$ cat src/rtl/braille_cell_sequencer.sv
// braille_cell_sequencer: buffers braille cells in a small FIFO and plays
// them out on the dot-actuator bus. Each cell is shown for a programmable
// hold time and then blanked for a programmable gap.
module braille_cell_sequencer #(
  parameter int DOTS   = 6,
  parameter int DEPTH  = 4,
  parameter int HOLD_W = 16
) (
  input  logic                     clk,
  input  logic                     rst,
  input  logic                     in_valid,
  output logic                     in_ready,
  input  logic [DOTS-1:0]          in_dots,
  input  logic                     enable,
  input  logic [HOLD_W-1:0]        hold_cycles,
  input  logic [HOLD_W-1:0]        gap_cycles,
  output logic [DOTS-1:0]          dots_out,
  output logic                     cell_active,
  output logic                     cell_done,
  output logic [$clog2(DEPTH):0]   count,
  output logic                     empty,
  output logic                     full
);

  localparam int AW = $clog2(DEPTH);
  localparam int CW = AW + 1;

  // Reject cell formats and buffer sizes the tile cannot drive.
  if (!(DOTS == 6 || DOTS == 8)) begin : g_bad_dots
    $error("braille_cell_sequencer: DOTS must be 6 or 8");
  end
  if (DEPTH < 2 || DEPTH > 16 || (DEPTH & (DEPTH - 1)) != 0) begin : g_bad_depth
    $error("braille_cell_sequencer: DEPTH must be a power of 2 in 2..16");
  end

  typedef enum logic [1:0] {
    IDLE = 2'd0,
    SHOW = 2'd1,
    GAP  = 2'd2
  } state_t;

  state_t               state, state_nx;
  logic [HOLD_W-1:0]    timer, timer_nx;
  logic [DOTS-1:0]      disp, disp_nx;

  logic [DOTS-1:0]      mem [DEPTH];
  logic [AW-1:0]        wr_ptr, rd_ptr;
  logic [CW-1:0]        cnt;

  logic                 push;
  logic                 pop;
  logic                 try_load;
  logic                 last;
  logic [HOLD_W-1:0]    hold_load;

  // Flow control and status are pure decodes of the occupancy count.
  assign empty    = (cnt == '0);
  assign full     = (cnt == CW'(DEPTH));
  assign in_ready = !full && !rst;
  assign count    = cnt;
  assign push     = in_valid && in_ready;

  // A zero hold still shows the cell for one cycle.
  assign hold_load = (hold_cycles == '0) ? HOLD_W'(1) : hold_cycles;
  assign last      = (timer == HOLD_W'(1));

  // Actuators are driven only while a cell is in SHOW, so reset blanks them at once.
  assign dots_out    = (state == SHOW) ? disp : '0;
  assign cell_active = (state == SHOW);
  assign cell_done   = (state == SHOW) && last;

  // Cell storage: written on push, read at the head pointer on pop.
  // NOTE: the storage array has no reset; pointers and count define which entries are valid.
  always_ff @(posedge clk) begin
    if (push) mem[wr_ptr] <= in_dots;
  end

  // FIFO pointers and occupancy; simultaneous push and pop cancel in the count.
  // NOTE: sequential state uses non-blocking assignments so all registers update from pre-edge values.
  always_ff @(posedge clk or posedge rst) begin
    if (rst) begin
      wr_ptr <= '0;
      rd_ptr <= '0;
      cnt    <= '0;
    end else begin
      if (push) wr_ptr <= wr_ptr + 1'b1;
      if (pop)  rd_ptr <= rd_ptr + 1'b1;
      case ({push, pop})
        2'b10:   cnt <= cnt + 1'b1;
        2'b01:   cnt <= cnt - 1'b1;
        default: cnt <= cnt;
      endcase
    end
  end

  // Sequencer state, cycle timer and display register.
  always_ff @(posedge clk or posedge rst) begin
    if (rst) begin
      state <= IDLE;
      timer <= '0;
      disp  <= '0;
    end else begin
      state <= state_nx;
      timer <= timer_nx;
      disp  <= disp_nx;
    end
  end

  // Next-state logic: count down SHOW/GAP, then try to start the next cell.
  // NOTE: every variable gets a default first so no path leaves it unassigned (no latches).
  always_comb begin
    state_nx = state;
    timer_nx = timer;
    disp_nx  = disp;
    pop      = 1'b0;
    try_load = 1'b0;

    case (state)
      IDLE: try_load = 1'b1;
      SHOW: begin
        timer_nx = timer - 1'b1;
        if (last) begin
          if (gap_cycles != '0) begin
            timer_nx = gap_cycles;
            state_nx = GAP;
          end else begin
            try_load = 1'b1;
          end
        end
      end
      GAP: begin
        timer_nx = timer - 1'b1;
        if (last) try_load = 1'b1;
      end
      default: state_nx = IDLE;
    endcase

    if (try_load) begin
      if (enable && !empty) begin
        pop      = 1'b1;
        disp_nx  = mem[rd_ptr];
        timer_nx = hold_load;
        state_nx = SHOW;
      end else begin
        state_nx = IDLE;
      end
    end
  end

endmodule

$ cat config.mk
export PLATFORM = sky130hd
export DESIGN_NAME = braille_cell_sequencer
export DESIGN_NICKNAME = d
export VERILOG_FILES = /design/src/rtl/braille_cell_sequencer.sv
export SDC_FILE = /design/constraint.sdc
export NUM_CORES = 1
export LEC_CHECK = 0
export BUFFER_PORTS_ARGS = -buffer_cell sky130_fd_sc_hd__buf_2
export CORE_ASPECT_RATIO = 1.5
export CORE_UTILIZATION = 50
export CTS_BUF_LIST = sky130_fd_sc_hd__clkbuf_2
export DETAILED_ROUTE_END_ITERATION = 16
export HOLD_SLACK_MARGIN = 0.15
export PLACE_DENSITY = 0.82
export SLEW_MARGIN = 40
export SYNTH_ARGS = -nofsm -noshare
export SYNTH_HDL_FRONTEND = slang
export SYNTH_SLANG_ARGS = --single-unit
$ cat constraint.sdc
create_clock -name clk -period 7.5 [get_ports clk]
set_clock_uncertainty 0.15 [all_clocks]
set_input_delay 1.125 -clock clk [delete_from_list [all_inputs] [get_ports clk]]
set_output_delay 1.125 -clock clk [all_outputs]
set_load 0.01 [all_outputs]
==> results of run 1 <==
-- power groups by stage --
stage	registers (uW)	logic [uW]	clock network (uW)
floorplan	487	506	0
global placement	528	576	0
detailed placement	532	595	0
CTS	526	597	121
global route	542	658	131
finish	528	594	116
-- stage by stage --
step           cell area, sq um  setup WS, ns  cells  total power (uW)
2_1_floorplan              3153         4.055    279             992.8
3_5_place_dp               3446         3.847    397              1127
5_1_grt                    3491         3.622    405              1331
6_report                   3491         3.776    405              1238
3_3_place_gp               3446         3.904    397              1104
4_1_cts                    3491         3.827    405              1244
-- Yosys cell counts (4+ instances only) --
| master | instances | area, sq um |
|---|---|---|
| dfrtp_1 | 31 | 775.7 |
| nand2_1 | 27 | 101.4 |
| edfxtp_1 | 24 | 720.7 |
| nor2_1 | 24 | 90.09 |
| o31ai_1 | 16 | 120.1 |
| inv_1 | 15 | 56.30 |
| ha_1 | 11 | 137.6 |
| nor4_1 | 10 | 62.56 |
| o21ai_0 | 9 | 45.04 |
| a221oi_2 | 8 | 120.1 |
| xor2_1 | 8 | 70.07 |
| and2_1 | 7 | 43.79 |
| nor3_1 | 7 | 35.03 |
| xnor2_1 | 7 | 61.31 |
| mux4_2 | 6 | 135.1 |
| and3_1 | 5 | 31.28 |
| a221oi_1 | 4 | 35.03 |
| clkbuf_1 | 4 | 15.01 |
| mux2_4 | 4 | 60.06 |
| nand3_1 | 4 | 20.02 |
-- cell families after synthesis --
kind of cell    after synthesis  synth area share
mux                          13           0.07262
compound gates               53            0.1397
buf+inv                      29           0.04881
fa+ha+maj                    12           0.05000
simple gates                101            0.1675
flops                        55            0.4746
xor+xnor                     16           0.04683
-- registers in the layout, summed over array words and instances, names as in the netlist --
| name | count |
|---|---|
| count | 3 |
| disp | 6 |
| mem | 24 |
| rd_ptr | 2 |
| state | 2 |
| timer | 16 |
| wr_ptr | 2 |
-- final timing paths --
kind	from	endpoint	slack [ns]	depth (start not counted)
max	timer[10]$_DFF_PP0_	cell_done	3.78	5
min	disp[1]$_DFFE_PP0P_	disp[1]$_DFFE_PP0P_	0.40	1
max reg2reg	timer[10]$_DFF_PP0_	count[2]$_DFFE_PP0P_	4.30	10
min reg2reg	disp[1]$_DFFE_PP0P_	disp[1]$_DFFE_PP0P_	0.40	1
max in group asynchronous	rst	disp[1]$_DFFE_PP0P_	6.33	3
min in group asynchronous	rst	count[1]$_DFFE_PP0P_	0.56	3
-- per-layer routing --
| metal | wire [um] | track usage | share of wire | up-vias |
|---|---|---|---|---|
| met3 | 393 | 0.04931 | 0.057 | 15 |
| met2 | 3736 | 0.3986 | 0.54 | 78 |
| li1 | - | - | - | 1139 |
| met4 | 157 | 0.08347 | 0.023 | 0 |
| met5 | 0 | 0 | 0 | - |
| met1 | 2610 | 0.2470 | 0.38 | 1160 |
-- critical path, cell delays in order, from the launching register on --
cell and delay [ns]:
dfrtp_1 0.51, nor4_1 0.61, nand4_2 0.29, nor2_1 0.16, buf_4 0.25, buf_2 0.17
-- area by class of cell --
cell class                      count  share of cell area
Clock buffer                        5            0.007168
Clock inverter                      3            0.005735
Inverter                           15             0.01613
Multi-Input combinational cell    195              0.4305
Sequential cell                    55              0.4287
Tap cell                           74             0.02652
Timing Repair Buffer               58             0.08530
==> reports/results.txt, run 1 <==
Worst-path clk slew - 0.28 ns
Avg Inst Size Synth - 11.30 sq um
min Tclk post-route - 3.724 ns
Crit Path Category - register to primary output
fin util - 0.5694
leakage power - 0.001487 uW
cell-internal power - 711.5 uW
Die Wd - 66.84 um
gr ovfl total - 0
core box area - 6131 sq um
Top FF cell, synth - dfrtp_1
worst-margin pin slew - 0.7183 ns
# fillers - 548
Data required, critical path - 6.22 ns
postcts setup bufs - 0
Max Clk Rate - 268.5 MHz
input/output buffers - 55
Max Root-Sink Buffers - 2
Remaining DRCs - 0
Hold Worst Slack - 0.3963 ns
CP Launch Type - register
hold buffers post-CTS - 0
EDFF count, synth - 24
synthesized instance count - 279
Final nets - 384
total clock sinks - 55
total die area - 6634 sq um
Starting Density - 0.5143
ANT cells - 0
Worst Hold Class - register to register
Post-DP HPWL - 5.200 mm
Layout area overhead - 10.71%
crit-path max FO - 12
root buf cell - clkbuf_2
DR pass1 iterations - 4
most common cell after layout, fill and taps aside - buf_2
GRT Overall Usage - 0.2216
number of DRC markers in iteration 0 - 164
post-synthesis sequential area ratio - 0.4746
Routed Antenna Nets - 0
Max Cap Viol - 0
Max-Slew Margin vs Limit - 0.5212
Syn Std Cell Area - 3153 sq um
Comb pwr share - 0.480
clk_lat worst skew - 0.45 ns
fin crit share - 0.4965
IO Count - 56
RSZ-0062 raised after global routing - false
cts repair resizes - 0
first-pass GRT wire length - 10.98 mm
post-synth net total - 333
Power Density - 354.8 nW/um^2
CTS tree - built
clock power share - 0.094
number of buffers created by CTS - 5
pin count of the biggest net entering global routing - 42
routability cong. - 0.8877
initial antenna violation count - 0
footprint of the multi-input gates - 1503 sq um
max-slew violations - 0
# rows - 35
status - finished, final reports clean
drt wl/cell - 17.03 um
Final Hold Viols - 0
Sw Share - 0.4255
layout cells sized above 1 - 0.2870
VDD IR-drop max - 0.1821 mV
chip height - 99.26 um
Post-Route Setup TNS - 0 ns
via/cell ratio - 5.906
P_sw - 526.9 uW
Yosys cell types - 53
register bit count reported by yosys - 55
H-tree Lvls - 2
Arr. time, crit path - 2.45 ns
power share of the sequential group - 0.427
Post-Route WL - 6.898 mm
ys async rst share - 0.5636
most frequent cells in the layout - 55 x buf_2, 31 x dfrtp_1, 27 x nand2_1
Worst setup EP type - primary output
Setup Viol. Count Final - 0
number of global-route vias before repair - 2,332
Sequential Area - 1496 sq um
Vias - 2,392
Synth Warn # - 0
Note: power is estimated with default switching activity, not from simulation.
==> inputs of run 2 (changes only) <==
Settings changed: PLACE_DENSITY 0.82 to 0.84.
Clock period 7.5 ns to 3.1 ns, I/O delays scaled along.
==> run 2 against run 1 <==
Effect of this change: cell count up 7.2%; first-iteration DRC count up 9.1%; hold slack worse by 0.17 ns; clock power rose to 2.7 times the previous value; register-to-register slack worse by 4.1 ns; sequential cell count unchanged; sequential power up 140%; via count up 5.2%; utilization up 5.1 points; routed wire length up 10%; combinational power rose to 2.6 times the previous value; largest cell class unchanged.
==> reports/results.txt, run 2 (synthesis gave the netlist of run 1 again) <==
Crit Path Category - register to primary output
Final nets - 413 (+7.6%)
drt wl/cell - 17.50 um (+2.7%)
Worst setup EP type - primary output
Max-Slew Margin vs Limit - 0.5815 (+0.06038)
Setup Viol. Count Final - 0 (unchanged)
number of buffers created by CTS - 5 (unchanged)
CP Launch Type - register
number of global-route vias before repair - 2,606 (+12%)
Layout area overhead - 20.56%
Post-DP HPWL - 5.399 mm (+3.8%)
most common cell after layout, fill and taps aside - buf_2
Post-Route Setup TNS - 0 ns (unchanged)
first-pass GRT wire length - 12.19 mm (+11%)
Power Density - 823.6 nW/um^2 (+130%)
IO Count - 56 (unchanged)
Routed Antenna Nets - 0 (unchanged)
max-slew violations - 0 (unchanged)
max reg flops - 24 (unchanged)
chip height - 99.26 um (unchanged)
number of DRC markers in iteration 0 - 179 (+9.1%)
leakage power - 0.001628 uW (+9.5%)
Arr. time, crit path - 2.26 ns (-0.19 ns)
status - finished, final reports clean
top flop regs - mem x24, timer x16, disp x6
Max Cap Viol - 0 (unchanged)
initial antenna violation count - 0 (unchanged)
Biggest register - mem
layout cells sized above 1 - 0.2861 (-0.0008980)
Worst Hold Class - input port to register
CTS tree - built
gr ovfl total - 0 (unchanged)
Starting Density - 0.5143 (unchanged)
GRT Overall Usage - 0.2466 (+0.02497)
# rows - 35 (unchanged)
fin crit share - 0.9265
Post-Route WL - 7.593 mm (+10%)
crit-path max FO - 12 (unchanged)
VDD IR-drop max - 0.5146 mV (+180%)
ANT cells - 0 (unchanged)
worst-margin pin slew - 0.6270 ns (-0.09127 ns)
total die area - 6634 sq um (unchanged)
Final Hold Viols - 0 (unchanged)
DR pass1 iterations - 4 (unchanged)
clk_lat worst skew - 0.45 ns (about the same)
via/cell ratio - 5.797 (-1.8%)
H-tree Lvls - 2 (unchanged)
input/output buffers - 55 (unchanged)
pin count of the biggest net entering global routing - 42 (unchanged)
# fillers - 524 (-4.4%)
core box area - 6131 sq um (unchanged)
Vias - 2,516 (+5.2%)
RSZ-0062 raised after global routing - false
routability cong. - 0.9295 (+4.7%)
Hold Worst Slack - 0.2282 ns (-0.1682 ns)
Die Wd - 66.84 um (unchanged)
root buf cell - clkbuf_2
Data required, critical path - 2.48 ns (-3.74 ns)
most frequent cells in the layout - 55 x buf_2, 31 x dfrtp_1, 27 x nand2_1
Worst-path clk slew - 0.29 ns (about the same)
Max Clk Rate - 348.2 MHz
Remaining DRCs - 0 (unchanged)
Max Root-Sink Buffers - 2 (unchanged)
min Tclk post-route - 2.872 ns
total clock sinks - 55 (unchanged)
==> run 2: cell types whose count changed in the layout (fill, tap and decap cells not counted), sizes merged <==
cell,delta
buf,+6
clkinvlp,-2
dlygate4sd3,+23
inv,+2
==> run 2: layout make-up <==
class / count / area, sq um / area share
multi-input combinational: 195 / 1531 / 0.4029
timing repair buffer: 87 / 573.1 / 0.1508
sequential: 55 / 1496 / 0.3937
inverter: 15 / 56.30 / 0.01481
tap: 74 / 92.59 / 0.02436
clock buffer: 5 / 25.02 / 0.006583
clock inverter: 3 / 26.28 / 0.006912
==> run 2: final timing paths <==
path | startpoint | to | slack [ns] | cells after the start
setup / recovery | timer[1]$_DFF_PP0_ | cell_done | 0.23 | 8
min in group asynchronous | rst | timer[14]$_DFF_PP0_ | 0.46 | 4
max in group asynchronous | rst | disp[4]$_DFFE_PP0P_ | 2.03 | 4
setup reg to reg | timer[1]$_DFF_PP0_ | count[2]$_DFFE_PP0P_ | 0.25 | 12
hold / removal | gap_cycles[3] | timer[3]$_DFF_PP0_ | 0.23 | 3
hold reg to reg | count[0]$_DFFE_PP0P_ | count[0]$_DFFE_PP0P_ | 0.39 | 1
==> run 2: repair_timing <==
item / CTS / global route
gates resized for setup: 0 / 4
hold buffers: 23 / 0
endpoints found under the hold margin: 71 / 0
setup buffers: 0 / 0
setup endpoints to repair: 0 / 4
==> run 2: layer usage <==
metal,share of wire,routed length [um],global-route usage,vias to the layer above
met5,0,0,0,-
met4,0.036,270,0.1031,0
met3,0.046,348,0.04472,20
met2,0.55,4208,0.4522,78
met1,0.36,2765,0.2682,1227
li1,-,-,-,1191
==> run 2: report_power, final <==
part | leakage [uW] | switching (uW) | internal (uW)
Combinational | 0.00100 | 801 | 736
Sequential | 0.000594 | 290 | 995
Clock | 0.0000339 | 244 | 64.7
==> run 2: per-stage QoR <==
step	utilization	power, uW	instance area (sq um)	cells	setup slack, ns
floorplan	-	2402	3153	279	0.07972
global placement	0.5694	2711	3491	403	0.1662
detailed placement	0.5694	2775	3491	403	-0.03636
CTS	0.6153	3104	3772	434	0.07072
global route	0.6200	3365	3801	434	0.006641
finish	0.6200	3130	3801	434	0.2278
==> run 2: critical path, cell delays in order (launching register included) <==
cell	delay [ns]
dfrtp_1	0.49
inv_1	0.09
ha_1	0.15
nor4b_4	0.22
nand4_2	0.19
buf_4	0.20
nor2_1	0.08
buf_4	0.23
buf_2	0.17
==> inputs of run 3 (changes only) <==
==> constraint.sdc (replaced) <==
create_clock -name clk -period 3.1 [get_ports clk]
set_clock_uncertainty 0.15 [all_clocks]
set_input_delay 0.62 -clock clk [delete_from_list [all_inputs] [get_ports clk]]
set_output_delay 0.62 -clock clk [all_outputs]
set_load 0.01 [all_outputs]
==> run 3 against run 2 <==
Effect of this change: register-to-register slack lost 0.02 ns; first-iteration DRC count shrank 18%; cell count shrank 4.4%; sequential power is essentially flat; combinational power is essentially flat; hold slack lost 0.019 ns; routed wire length shrank 5.2%; sequential share of layout area grew 2.4 points; final area shrank 5.8%; critical path type is now register to register; largest cell class unchanged; largest power group unchanged.
==> reports/results.txt, run 3 (synthesis gave the netlist of run 1 again) <==
status - finished, final reports clean
Max Root-Sink Buffers - 2 (unchanged)
Crit path max-delay family - simple AND/OR/NAND/NOR gates
Post-Route Setup TNS - 0 ns (unchanged)
first-pass GRT wire length - 11.78 mm (-3.3%)
gr ovfl total - 0 (unchanged)
worst path cell trace - nor4_1 > buf_4 > nand4_2 > a21oi_2 > and4b_1 > ha_1 > inv_1 > fa_1 > xor2_1 > nor2_1 > xor2_1
top flop regs - mem x24, timer x16, disp x6
PnR worst setup slack - 0.2335 ns (+0.005680 ns)
ANT cells - 0 (unchanged)
crit-path max FO - 5 (-7)
CP startpoint - timer[10]$_DFF_PP0_
Post-DP HPWL - 5.441 mm (+0.77%)
CTS tree - built
max reg flops - 24 (unchanged)
most common cell after layout, fill and taps aside - buf_2
DR pass1 iterations - 4 (unchanged)
pre-CTS WS - 0.003594 ns (+0.03996 ns)
Setup crit end - count[2]$_DFFE_PP0P_
Setup Viol. Count Final - 0 (unchanged)
Max Clk Rate - 348.9 MHz (+0.20%)
min Tclk post-route - 2.867 ns (-0.005680 ns)
Worst Hold Class - input port to register
H-tree Lvls - 2 (unchanged)
Post-Layout Inst Area - 3582 sq um (-5.8%)
Worst setup EP type - register
Remaining DRCs - 0 (unchanged)
leakage power - 0.001538 uW (-5.6%)
fin crit share - 0.9247 (-0.001832)
root buf cell - clkbuf_2
Most common cell on crit path - xor2_1
WP buf/inv - 2 (-2)
postcts setup bufs - 0 (unchanged)
Max Cap Viol - 0 (unchanged)
layout cells sized above 1 - 0.3109 (+0.02474)
clk_lat worst skew - 0.45 ns (about the same)
Post-Route WL - 7.195 mm (-5.2%)
RSZ-0062 raised after global routing - false
chip height - 99.26 um (unchanged)
Sequential Area - 1498 sq um (about the same)
max-slew violations - 0 (unchanged)
worst-margin pin slew - 0.4724 ns (-0.1546 ns)
pin count of the biggest net entering global routing - 42 (unchanged)
Data required, critical path - 3.33 ns (+0.85 ns)
Crit-path slowest cell - dfrtp_1
routability cong. - 0.9332 (+0.40%)
Hold Crit Depth - 3 (unchanged)
core box area - 6131 sq um (unchanged)
Arr. time, crit path - 3.10 ns (+0.84 ns)
initial antenna violation count - 0 (unchanged)
input/output buffers - 55 (unchanged)
CP max stage delay - 0.50 ns (about the same)
Worst-path clk slew - 0.28 ns (about the same)
number of cells on the critical path - 11 (+3)
Biggest register - mem
VDD IR-drop max - 0.5259 mV (+2.2%)
most frequent cells in the layout - 55 x buf_2, 30 x dfrtp_1, 27 x nand2_1
Final Hold Viols - 0 (unchanged)
Die Wd - 66.84 um (unchanged)
number of DRC markers in iteration 0 - 146 (-18%)
total clock sinks - 55 (unchanged)
CP Launch Type - register
R2R setup slack - 0.23 ns (-0.02 ns)
GRT Overall Usage - 0.2373 (-0.009300)
Vias - 2,439 (-3.1%)
Max-Slew Margin vs Limit - 0.6851 (+0.1035)
via/cell ratio - 5.877 (+1.4%)
footprint of the multi-input gates - 1518 sq um (-0.90%)
Crit Path Category - register to register
IO Count - 56 (unchanged)
Starting Density - 0.5143 (unchanged)
reg2reg path depth - 11 (-1)
FF-to-FF End - count[2]$_DFFE_PP0P_
Routed Antenna Nets - 0 (unchanged)
drt wl/cell - 17.34 um (-0.90%)
number of buffers created by CTS - 5 (unchanged)
# fillers - 551 (+5.2%)
Layout area overhead - 13.61%
number of global-route vias before repair - 2,579 (-1.0%)
DP Area - 3513 sq um (+0.65%)
reg2reg start - timer[10]$_DFF_PP0_
# rows - 35 (unchanged)
Power Density - 862.1 nW/um^2 (+4.7%)
Final nets - 394 (-4.6%)
total die area - 6634 sq um (unchanged)
[run 3: how the worst min path moves through the flow]
stage                     slack (ns)           startpoint                  end
after CTS                       0.18      hold_cycles[15]  timer[15]$_DFF_PP0_
after global routing            0.21           in_dots[4]  mem[3][4]$_DFFE_PP_
after global placement          0.33  disp[4]$_DFFE_PP0P_  disp[4]$_DFFE_PP0P_
after detailed placement        0.34  disp[5]$_DFFE_PP0P_  disp[5]$_DFFE_PP0P_
final                           0.21      hold_cycles[15]  timer[15]$_DFF_PP0_
after floorplan                 0.32  disp[0]$_DFFE_PP0P_  disp[0]$_DFFE_PP0P_
[run 3: power by group]
| group | internal [uW] | leakage (uW) | switching (uW) |
|---|---|---|---|
| sequential | 996 | 0.000593 | 292 |
| clock | 56.3 | 0.0000251 | 222 |
| combinational | 728 | 0.000920 | 794 |
| total | 1780 | 0.00154 | 1310 |
[run 3: area by class of cell]
| type | count | share of cell area |
|---|---|---|
| multi-input cells | 195 | 0.4237 |
| flip-flops and latches | 55 | 0.4181 |
| repair buffers | 68 | 0.1048 |
| well taps | 74 | 0.02585 |
| inverters | 15 | 0.01572 |
| clock buffers | 6 | 0.008383 |
| clock inverters | 2 | 0.003493 |
[run 3: metal layers]
layer	GRT usage	routed length (um)
met5	0	0
met4	0.1162	284
met3	0.04702	310
met2	0.4343	3877
met1	0.2485	2723
[run 3: worst min-delay path, cell delays in order]
cell	delay (ns)
buf_2	0.09
nand2_1	0.04
o31ai_1	0.05
[run 3: repair_timing]
action                                 in CTS  in global routing
hold buffers                                1                  0
setup endpoints to repair                   0                  2
resized for setup                           0                  3
endpoints found under the hold margin      31                  0
[run 3: stage by stage]
step / cells / total power (uW) / hold slack (ns) / util
2_1_floorplan: 279 / 2402 / 0.3227 / -
3_3_place_gp: 406 / 2726 / 0.3326 / 0.5731
3_5_place_dp: 406 / 2794 / 0.3444 / 0.5731
4_1_cts: 415 / 3082 / 0.1842 / 0.5816
5_1_grt: 415 / 3314 / 0.2058 / 0.5843
6_report: 415 / 3088 / 0.2093 / 0.5843
